<file path="config.mk">
export PLATFORM = sky130hd
export DESIGN_NAME = shl_share_arbiter
export DESIGN_NICKNAME = d
export VERILOG_FILES = /design/src/rtl/shl_share_pkg.sv /design/src/rtl/shl_share_arbiter_rr.sv /design/src/rtl/shl_share_arbiter.sv
export SDC_FILE = /design/constraint.sdc
export NUM_CORES = 1
export LEC_CHECK = 0
export ABC_AREA = 0
export CAP_MARGIN = 20
export CORE_AREA = 3 3 113 115
export CTS_BUF_LIST = sky130_fd_sc_hd__clkbuf_8 sky130_fd_sc_hd__clkbuf_16
export DETAILED_ROUTE_END_ITERATION = 6
export DIE_AREA = 0 0 116 118
export PLACE_DENSITY = 0.79
export SLEW_MARGIN = 5
export SYNTH_ARGS = -nofsm -noshare
export SYNTH_HDL_FRONTEND = slang
export SYNTH_SLANG_ARGS = --single-unit
</file>
<file path="constraint.sdc">
create_clock -name clk -period 2.5 [get_ports clk]
set_input_delay 0.375 -clock clk [delete_from_list [all_inputs] [get_ports clk]]
set_output_delay 0.375 -clock clk [all_outputs]
set_load 0.05 [all_outputs]
</file>
<file path="src/rtl/shl_share_pkg.sv">
// Shared helpers for the shl sharing arbiter.
// Width derivation and packed-bus lane addressing.
package shl_share_pkg;

  function automatic int clog2(input int n);
    int r;
    r = 0;
    while ((1 << r) < n) r++;
    return r;
  endfunction

  function automatic int tag_w(input int n);
    return (clog2(n) < 1) ? 1 : clog2(n);
  endfunction

  function automatic int lane_lsb(input int lane, input int width);
    return lane * width;
  endfunction

endpackage

</file>
<file path="src/rtl/shl_share_arbiter_rr.sv">
// Combinational round-robin picker.
// Returns the first requester at or after ptr, as one-hot and index.
module rr_arbiter
  import shl_share_pkg::*;
#(
  parameter int NUM_REQ = 2
) (
  input  logic [NUM_REQ-1:0]          req,
  input  logic [tag_w(NUM_REQ)-1:0]   ptr,
  input  logic                        en,
  output logic [NUM_REQ-1:0]          grant,
  output logic [tag_w(NUM_REQ)-1:0]   idx,
  output logic                        any
);

  localparam int TAG_W = tag_w(NUM_REQ);

  logic [TAG_W-1:0] k;

  always_comb begin
    grant = '0;
    idx   = '0;
    any   = 1'b0;
    k     = '0;
    for (int off = 0; off < NUM_REQ; off++) begin
      k = TAG_W'((int'(ptr) + off) % NUM_REQ);
      if (en && !any && req[k]) begin
        grant[k] = 1'b1;
        idx      = k;
        any      = 1'b1;
      end
    end
  end

endmodule

</file>
<file path="src/rtl/shl_share_arbiter.sv">
// One left shifter shared round-robin by NUM_REQ requesters.
// SHL_SHARE_PIPE_EN adds an operand stage (latency 2).
module shl_share_arbiter
  import shl_share_pkg::*;
#(
  parameter int NUM_REQ   = 2,
  parameter int DATA_TYPE = 32
) (
  input  logic                           clk,
  input  logic                           rst,
  input  logic [NUM_REQ*DATA_TYPE-1:0]   ins_lhs,
  input  logic [NUM_REQ-1:0]             ins_lhs_valid,
  output logic [NUM_REQ-1:0]             ins_lhs_ready,
  input  logic [NUM_REQ*DATA_TYPE-1:0]   ins_rhs,
  input  logic [NUM_REQ-1:0]             ins_rhs_valid,
  output logic [NUM_REQ-1:0]             ins_rhs_ready,
  output logic [NUM_REQ*DATA_TYPE-1:0]   outs,
  output logic [NUM_REQ-1:0]             outs_valid,
  input  logic [NUM_REQ-1:0]             outs_ready
);

  localparam int TAG_W = tag_w(NUM_REQ);

  logic [NUM_REQ-1:0]   eligible;
  logic [NUM_REQ-1:0]   gnt;
  logic [TAG_W-1:0]     gnt_idx;
  logic                 gnt_any;
  logic                 arb_en;
  logic [TAG_W-1:0]     ptr;
  logic [DATA_TYPE-1:0] gnt_lhs;
  logic [DATA_TYPE-1:0] gnt_rhs;

  logic                 slot_valid;
  logic [TAG_W-1:0]     slot_tag;
  logic [DATA_TYPE-1:0] slot_data;
  logic                 slot_free;

  logic                 src_valid;
  logic [TAG_W-1:0]     src_tag;
  logic [DATA_TYPE-1:0] src_lhs;
  logic [DATA_TYPE-1:0] src_rhs;

  function automatic logic [DATA_TYPE-1:0] shl(
    input logic [DATA_TYPE-1:0] a,
    input logic [DATA_TYPE-1:0] b
  );
    return (b >= DATA_TYPE'(DATA_TYPE)) ? '0 : (a << b);
  endfunction

  assign eligible  = ins_lhs_valid & ins_rhs_valid;
  assign slot_free = !slot_valid || outs_ready[slot_tag];

  assign gnt_lhs = ins_lhs[lane_lsb(int'(gnt_idx), DATA_TYPE) +: DATA_TYPE];
  assign gnt_rhs = ins_rhs[lane_lsb(int'(gnt_idx), DATA_TYPE) +: DATA_TYPE];

  rr_arbiter #(
    .NUM_REQ (NUM_REQ)
  ) u_arb (
    .req   (eligible),
    .ptr   (ptr),
    .en    (arb_en),
    .grant (gnt),
    .idx   (gnt_idx),
    .any   (gnt_any)
  );

  assign ins_lhs_ready = gnt;
  assign ins_rhs_ready = gnt;

`ifdef SHL_SHARE_PIPE_EN
  logic                 stg_valid;
  logic [TAG_W-1:0]     stg_tag;
  logic [DATA_TYPE-1:0] stg_lhs;
  logic [DATA_TYPE-1:0] stg_rhs;
  logic                 stg_free;

  // Stage accepts when empty or moving into the slot this cycle.
  assign stg_free = !stg_valid || slot_free;
  assign arb_en   = !rst && stg_free;

  always_ff @(posedge clk or posedge rst) begin
    if (rst) begin
      stg_valid <= 1'b0;
      stg_tag   <= '0;
      stg_lhs   <= '0;
      stg_rhs   <= '0;
    end else if (stg_free) begin
      stg_valid <= gnt_any;
      if (gnt_any) begin
        stg_tag <= gnt_idx;
        stg_lhs <= gnt_lhs;
        stg_rhs <= gnt_rhs;
      end
    end
  end

  assign src_valid = stg_valid;
  assign src_tag   = stg_tag;
  assign src_lhs   = stg_lhs;
  assign src_rhs   = stg_rhs;
`else
  assign arb_en    = !rst && slot_free;
  assign src_valid = gnt_any;
  assign src_tag   = gnt_idx;
  assign src_lhs   = gnt_lhs;
  assign src_rhs   = gnt_rhs;
`endif

  always_ff @(posedge clk or posedge rst) begin
    if (rst) begin
      ptr <= '0;
    end else if (gnt_any) begin
      ptr <= (gnt_idx == TAG_W'(NUM_REQ - 1)) ? '0 : gnt_idx + 1'b1;
    end
  end

  // Data and tag only move on a load, so a stalled or drained slot holds.
  always_ff @(posedge clk or posedge rst) begin
    if (rst) begin
      slot_valid <= 1'b0;
      slot_tag   <= '0;
      slot_data  <= '0;
    end else if (slot_free) begin
      slot_valid <= src_valid;
      if (src_valid) begin
        slot_tag  <= src_tag;
        slot_data <= shl(src_lhs, src_rhs);
      end
    end
  end

  always_comb begin
    outs_valid = '0;
    for (int i = 0; i < NUM_REQ; i++) begin
      outs_valid[i] = slot_valid && (slot_tag == TAG_W'(i));
    end
  end

  assign outs = {NUM_REQ{slot_data}};

endmodule

</file>
* Yosys cells after proc, flatten, opt, wreduce, memory -nomap -nowiden *
Index checks and enable logic that the tools add are counted.

word-level totals
  logic and storage cells = 49
  bits of input ports = 136
  register bits = 35
  output and inout port bits = 70

cells by class
  muxes and demuxes = 18
  add/subtract/negate cells = 2
  reductions and logical operators = 13
  shifts and indexed selects = 3
  bitwise gates (word level) = 3
  order comparisons = 6

operators by type and width
  cell                 count
  $shiftx 64x7->32     2
  $ge 32x6->1 const B  1
  $mux 32              1
  $shl 32x32->32       1
  $mux 1               13
  $logic_and 1x1->1    8
  $lt 1x2->1 const B   3
  $mux 2               2
  $logic_not 1->1      3
  $add 1x1->1 const B  2
  $and 2x2->2          1
  $demux 1 s1          2
  $ge 1x1->1 const B   2
  $or 2x2->2           1
  $reduce_and 2->1     1
  $logic_or 1x1->1     1
  $not 1->1            1

* Logic depth before layout (Yosys ltp) *
  depth after elaboration = 13
  gate-level depth with buffers = 12
  depth with buffers taken out = 10

* By module *
From an unflattened synthesis, not the netlist that was laid out.

second synthesis, totals
  cells, all modules = 478
  area total of the unflattened synthesis = 4,254.1 sq um

modules (own cells, without submodules)
  module             area an instance (sq um)  sequential area each (sq um)  times used  cells an instance
  shl_share_arbiter  4,220.3                   875.8                         1           471
  rr_arbiter         33.8                      0.0                           1           7

* Worst setup path after synthesis *
No wires, ideal clock.

  kind = register -> output
  from = reg slot_tag
  to = out ins_rhs_ready[0]
  setup slack = -695 ps
  required time = 2,125 ps
  buffers on the path = 3
  cell stages (with the launch flop) = 9
  arrival = 2,820 ps
  cells stage by stage = dfrtp_1 -> mux2i_1 -> a21oi_2 -> nand2_1 -> clkinv_1 -> buf_2 -> buf_1 -> nor2_1 -> buf_4

between the ends
  longest elaborated chain between the ends = 10
  elaborated cells between the ends (all ways) = 12
  those cells by class = mux: 5; bitwise: 1; reduce/logical: 6

RTL lines
  element                                      RTL line                    text
  start, declared                              shl_share_arbiter.sv:34     logic [TAG_W-1:0] slot_tag;
  start signal, assigned                       shl_share_arbiter.sv:126    slot_tag <= src_tag;
  $mux 1 (implied by the code) * (2 in a row)  shl_share_arbiter.sv:51     assign slot_free = !slot_valid || outs_ready[slot_tag];
  $logic_or 1x1->1 *                           shl_share_arbiter.sv:51
  $logic_and 1x1->1 *                          shl_share_arbiter.sv:102    assign arb_en = !rst && slot_free;
  $logic_and 1x1->1                            shl_share_arbiter_rr.sv:27  if (en && !any && req[k]) begin
  $mux 1                                       shl_share_arbiter_rr.sv:27
  $logic_not 1->1                              shl_share_arbiter_rr.sv:27
  $logic_and 1x1->1 (2 in a row)               shl_share_arbiter_rr.sv:27
  $mux 2 *                                     shl_share_arbiter_rr.sv:27
  end, declared                                shl_share_arbiter.sv:16     output logic [NUM_REQ-1:0] ins_rhs_ready,

Every way passes the cells marked *; elsewhere a longest branch is shown, timed or not. The select of a mux whose other input is x is not followed.

* Worst setup path after layout *
  from = in ins_rhs[19]
  to = reg slot_data[30]

between the ends
  longest elaborated chain between the ends = 3
  elaborated cells between the ends (all ways) = 4
  those cells by class = order compare: 1; shift: 2; mux: 1

RTL lines
  element                                        RTL line                  text
  start, declared                                shl_share_arbiter.sv:14   input logic [NUM_REQ*DATA_TYPE-1:0] ins_rhs,
  $shiftx 64x7->32 *                             shl_share_arbiter.sv:54   assign gnt_rhs = ins_rhs[lane_lsb(int'(gnt_idx), DATA_TYPE) +: DATA_TYPE];
  $ge 32x6->1 or $shl 32x32->32 (tied branches)  shl_share_arbiter.sv:47   return (b >= DATA_TYPE'(DATA_TYPE)) ? '0 : (a << b);
  $mux 32 *                                      shl_share_arbiter.sv:47
  end signal, assigned                           shl_share_arbiter.sv:127  slot_data <= shl(src_lhs, src_rhs);
  end, declared                                  shl_share_arbiter.sv:35   logic [DATA_TYPE-1:0] slot_data;

Every way passes the cells marked *; elsewhere a longest branch is shown, timed or not.
A chain may end at the register's enable or synchronous reset.

==> results.md <==
- I/O pins: a little over 200
- CP required: 2720 ps
- Final WS setup: -329 ps
- P&R area growth vs syn: 113%
- Cell taking the most area after synthesis: dfrtp_1
- Row Count: 40
- RSZ-0062 raised after global routing: true
- Worst-Margin Slew: approximately 540 ps
- Root Buffer: clkbuf_16
- CTS buffer count: 5
- Port-buffer cells: between 200 and 250
- Post-synth EDFFs: 0
- Syn Inst Count: approximately 630
- Iter 0 DRT Violations: between 800 and 900
- CP max stage cell: or4_4
- Mapped Area: 4740 sq um
- Fin. Hold Viols: 0
- Initial Utilization: 0.398
- Clock slew at reported path FFs: 60 ps
- Syn_nets: 770
- CP bufs+invs: 2
- Clock Latency Late Sink: just under 300 ps
- Pins Over Slew Limit: 0
- Synth Flop Type: dfrtp_1
- # clock sinks: 35
- Final period utilization: 1.13
- GRT Overall Usage: 0.396
- Register area share after synthesis: 0.185
- Number of routed nets with antenna violations: 0
- Synthesized flop and latch total: 35
- Multi-input gate area: around 4600 sq um
- Routed WL per cell: ~25 um
- Cell variety after synth: 71
- Final-layout fill cell count: roughly 670
- Die X: between 100 and 150 um
- CP Capture Type: flop
- Synth top area cells: dfrtp_1 18%, mux2i_1 11%, nand2_1 6.9%
- Die area: 13700 sq um
- Crit path max-delay family: simple AND/OR/NAND/NOR gates
- Crit path cell chain: clkdlybuf4s50_1, nor4_2, buf_4, nand2_4, nor3_4, nor2_1, or4_4, o21ai_4, mux2i_1, or3_1, nand3_1
- Async SR Flop Fraction: 1.00
- Data arrival, critical path: a little over 3000 ps
- Most frequent cell after synthesis: nand2_1
- Status: finished, violations left
- Final wirelength: ~30 mm
- Total grt overflow: 0
- Maximum vdd drop: between 0.2 and 0.25 mV
- Worst path max stage delay: roughly 550 ps
- Diode count: 0
- Routability cong.: 1.01
- CTS tree: built
- Initial DRT Pass Iterations: 5
- Final net count: between 1000 and 1500
- Hold Path Class: flop to flop
- Crit path kind: primary input to flop
- Clock Skew: ~3.5 ps
- First-pass GRT wire length: 42.3 mm
- Yosys warning total: 0
- Violated checks: negative setup slack
- Largest net degree at the start of global routing: 37
- TNS Setup: -5420 ps
- MaxCap Viol Count: 0
- Maximum clock rate: roughly 0.35 GHz
- Post-synth top area share: 0.185
- DRC Markers: 0
- Clock buffer depth: 2
- CTS H-tree lvls: 2
- Die Ht: 118 um
- Post-DP HPWL: 20.4 mm
- Mean Syn Cell Area: about 7.5 sq um
- Crit Path Max Fanout: 4
- DR vias/cell: between 6 and 7
- Initial antenna violation count: 0
- Relative slew margins: 0.639
- LEAKAGE: 4.21 nW
- Vias in the first global route: roughly 7600
- Cell Pwr Density: 260 nW/um^2
- Synth top cells by count: 87 x nand2_1, 52 x mux2i_1, 46 x nor2_1
- Final Critical Period: 2830 ps
- Count of final setup violators: 28
- Placeable Area: roughly 12000 sq um
- DR vias: between 7000 and 8000
- Reg area: approximately 880 sq um
- CP Launch Type: primary input
- Worst slack, placed: -843 ps
- Layout cells sized above 1: 0.484
## timing repair
item | in CTS | in global routing
resized for setup | 271 | 136
setup buffers | 41 | 18
hold endpoints to repair | 0 | 0
cloned | 5 | 0
setup endpoints to repair | 34 | 34
pin swaps | 72 | 40
hold buffers | 0 | 0
## kinds of logic (layout without fill, tap and decap cells)
| group | after synthesis | in the layout | share of synthesized area |
|---|---|---|---|
| mux | 70 | 71 | 0.158 |
| buf+inv | 81 | 472 | 0.101 |
| simple gates | 269 | 270 | 0.302 |
| flops | 35 | 35 | 0.185 |
| compound gates | 179 | 179 | 0.254 |
## through the flow
step / utilization / hold slack, ps / std cells / instance area (sq um) / power (mW)
floorplan: - / 507 / 634 / 4860 / 1.05
global placement: 0.688 / 486 / 1103 / 8190 / 1.64
detailed placement: 0.688 / 523 / 1103 / 8190 / 1.65
CTS: 0.795 / 540 / 1156 / 9470 / 2.46
global route: 0.846 / 565 / 1174 / 10100 / 2.70
finish: 0.846 / 535 / 1174 / 10100 / 2.62
## final timing paths
| check | slack [ps] | start | cells past startpoint | endpoint |
|---|---|---|---|---|
| worst max-delay path | -330 | ins_rhs[19] | 11 | slot_data[30] |
| worst min-delay path | 530 | slot_data[17] | 2 | slot_data[17] |
| worst max register to register | -250 | slot_tag | 13 | slot_data[22] |
| worst min register to register | 530 | slot_data[17] | 2 | slot_data[17] |
| max in group asynchronous | 1510 | rst | 3 | slot_data[7] |
| min in group asynchronous | 650 | rst | 3 | slot_valid |
## registers in the layout, indices dropped and copies added (netlist names)
register,count
slot_valid,1
slot_data,32
ptr,1
slot_tag,1
## cell type report
type | instances | area share
clock buffer | 5 | 0.0124
clock inverter | 3 | 0.00199
inverter | 4 | 0.00199
multi-input combinational | 520 | 0.457
sequential | 35 | 0.0869
tap | 147 | 0.0183
timing repair buffer | 460 | 0.421
## cell usage in the layout, fill, tap and decap left out, types with 17 or more instances in the layout
master / n
buf_4: 201
clkdlybuf4s50_1: 145
nand2_1: 67
mux2i_1: 39
buf_6: 38
nor2_1: 37
dfrtp_1: 35
dlygate4sd2_1: 25
nor3_1: 21
a21oi_1: 18
o21ai_1: 18
nand3_1: 17
## power by group
group	internal (mW)	switching, mW
combinational	0.676	0.727
clock	0.367	0.258
sequential	0.577	0.0149
total	1.62	1.00
## worst reg2reg max path, stage by stage, from the launching register on
cell and delay (ps):
dfrtp_1 420, mux2i_4 220, a21oi_4 290, buf_6 210, buf_6 140, nand3_4 90, o22ai_4 280, buf_6 190
o21a_4 140, a22oi_2 60, buf_6 150, o31ai_2 300, a31oi_1 100, nand3_1 110
## layer usage
layer  wire length, um  track usage  share of wire
met3              2770       0.0746          0.094
met4              2170        0.220          0.073
met1             10200        0.456           0.35
met2             14400        0.677           0.49
met5                 0            0              0
Note: power is estimated with default switching activity, not from simulation.
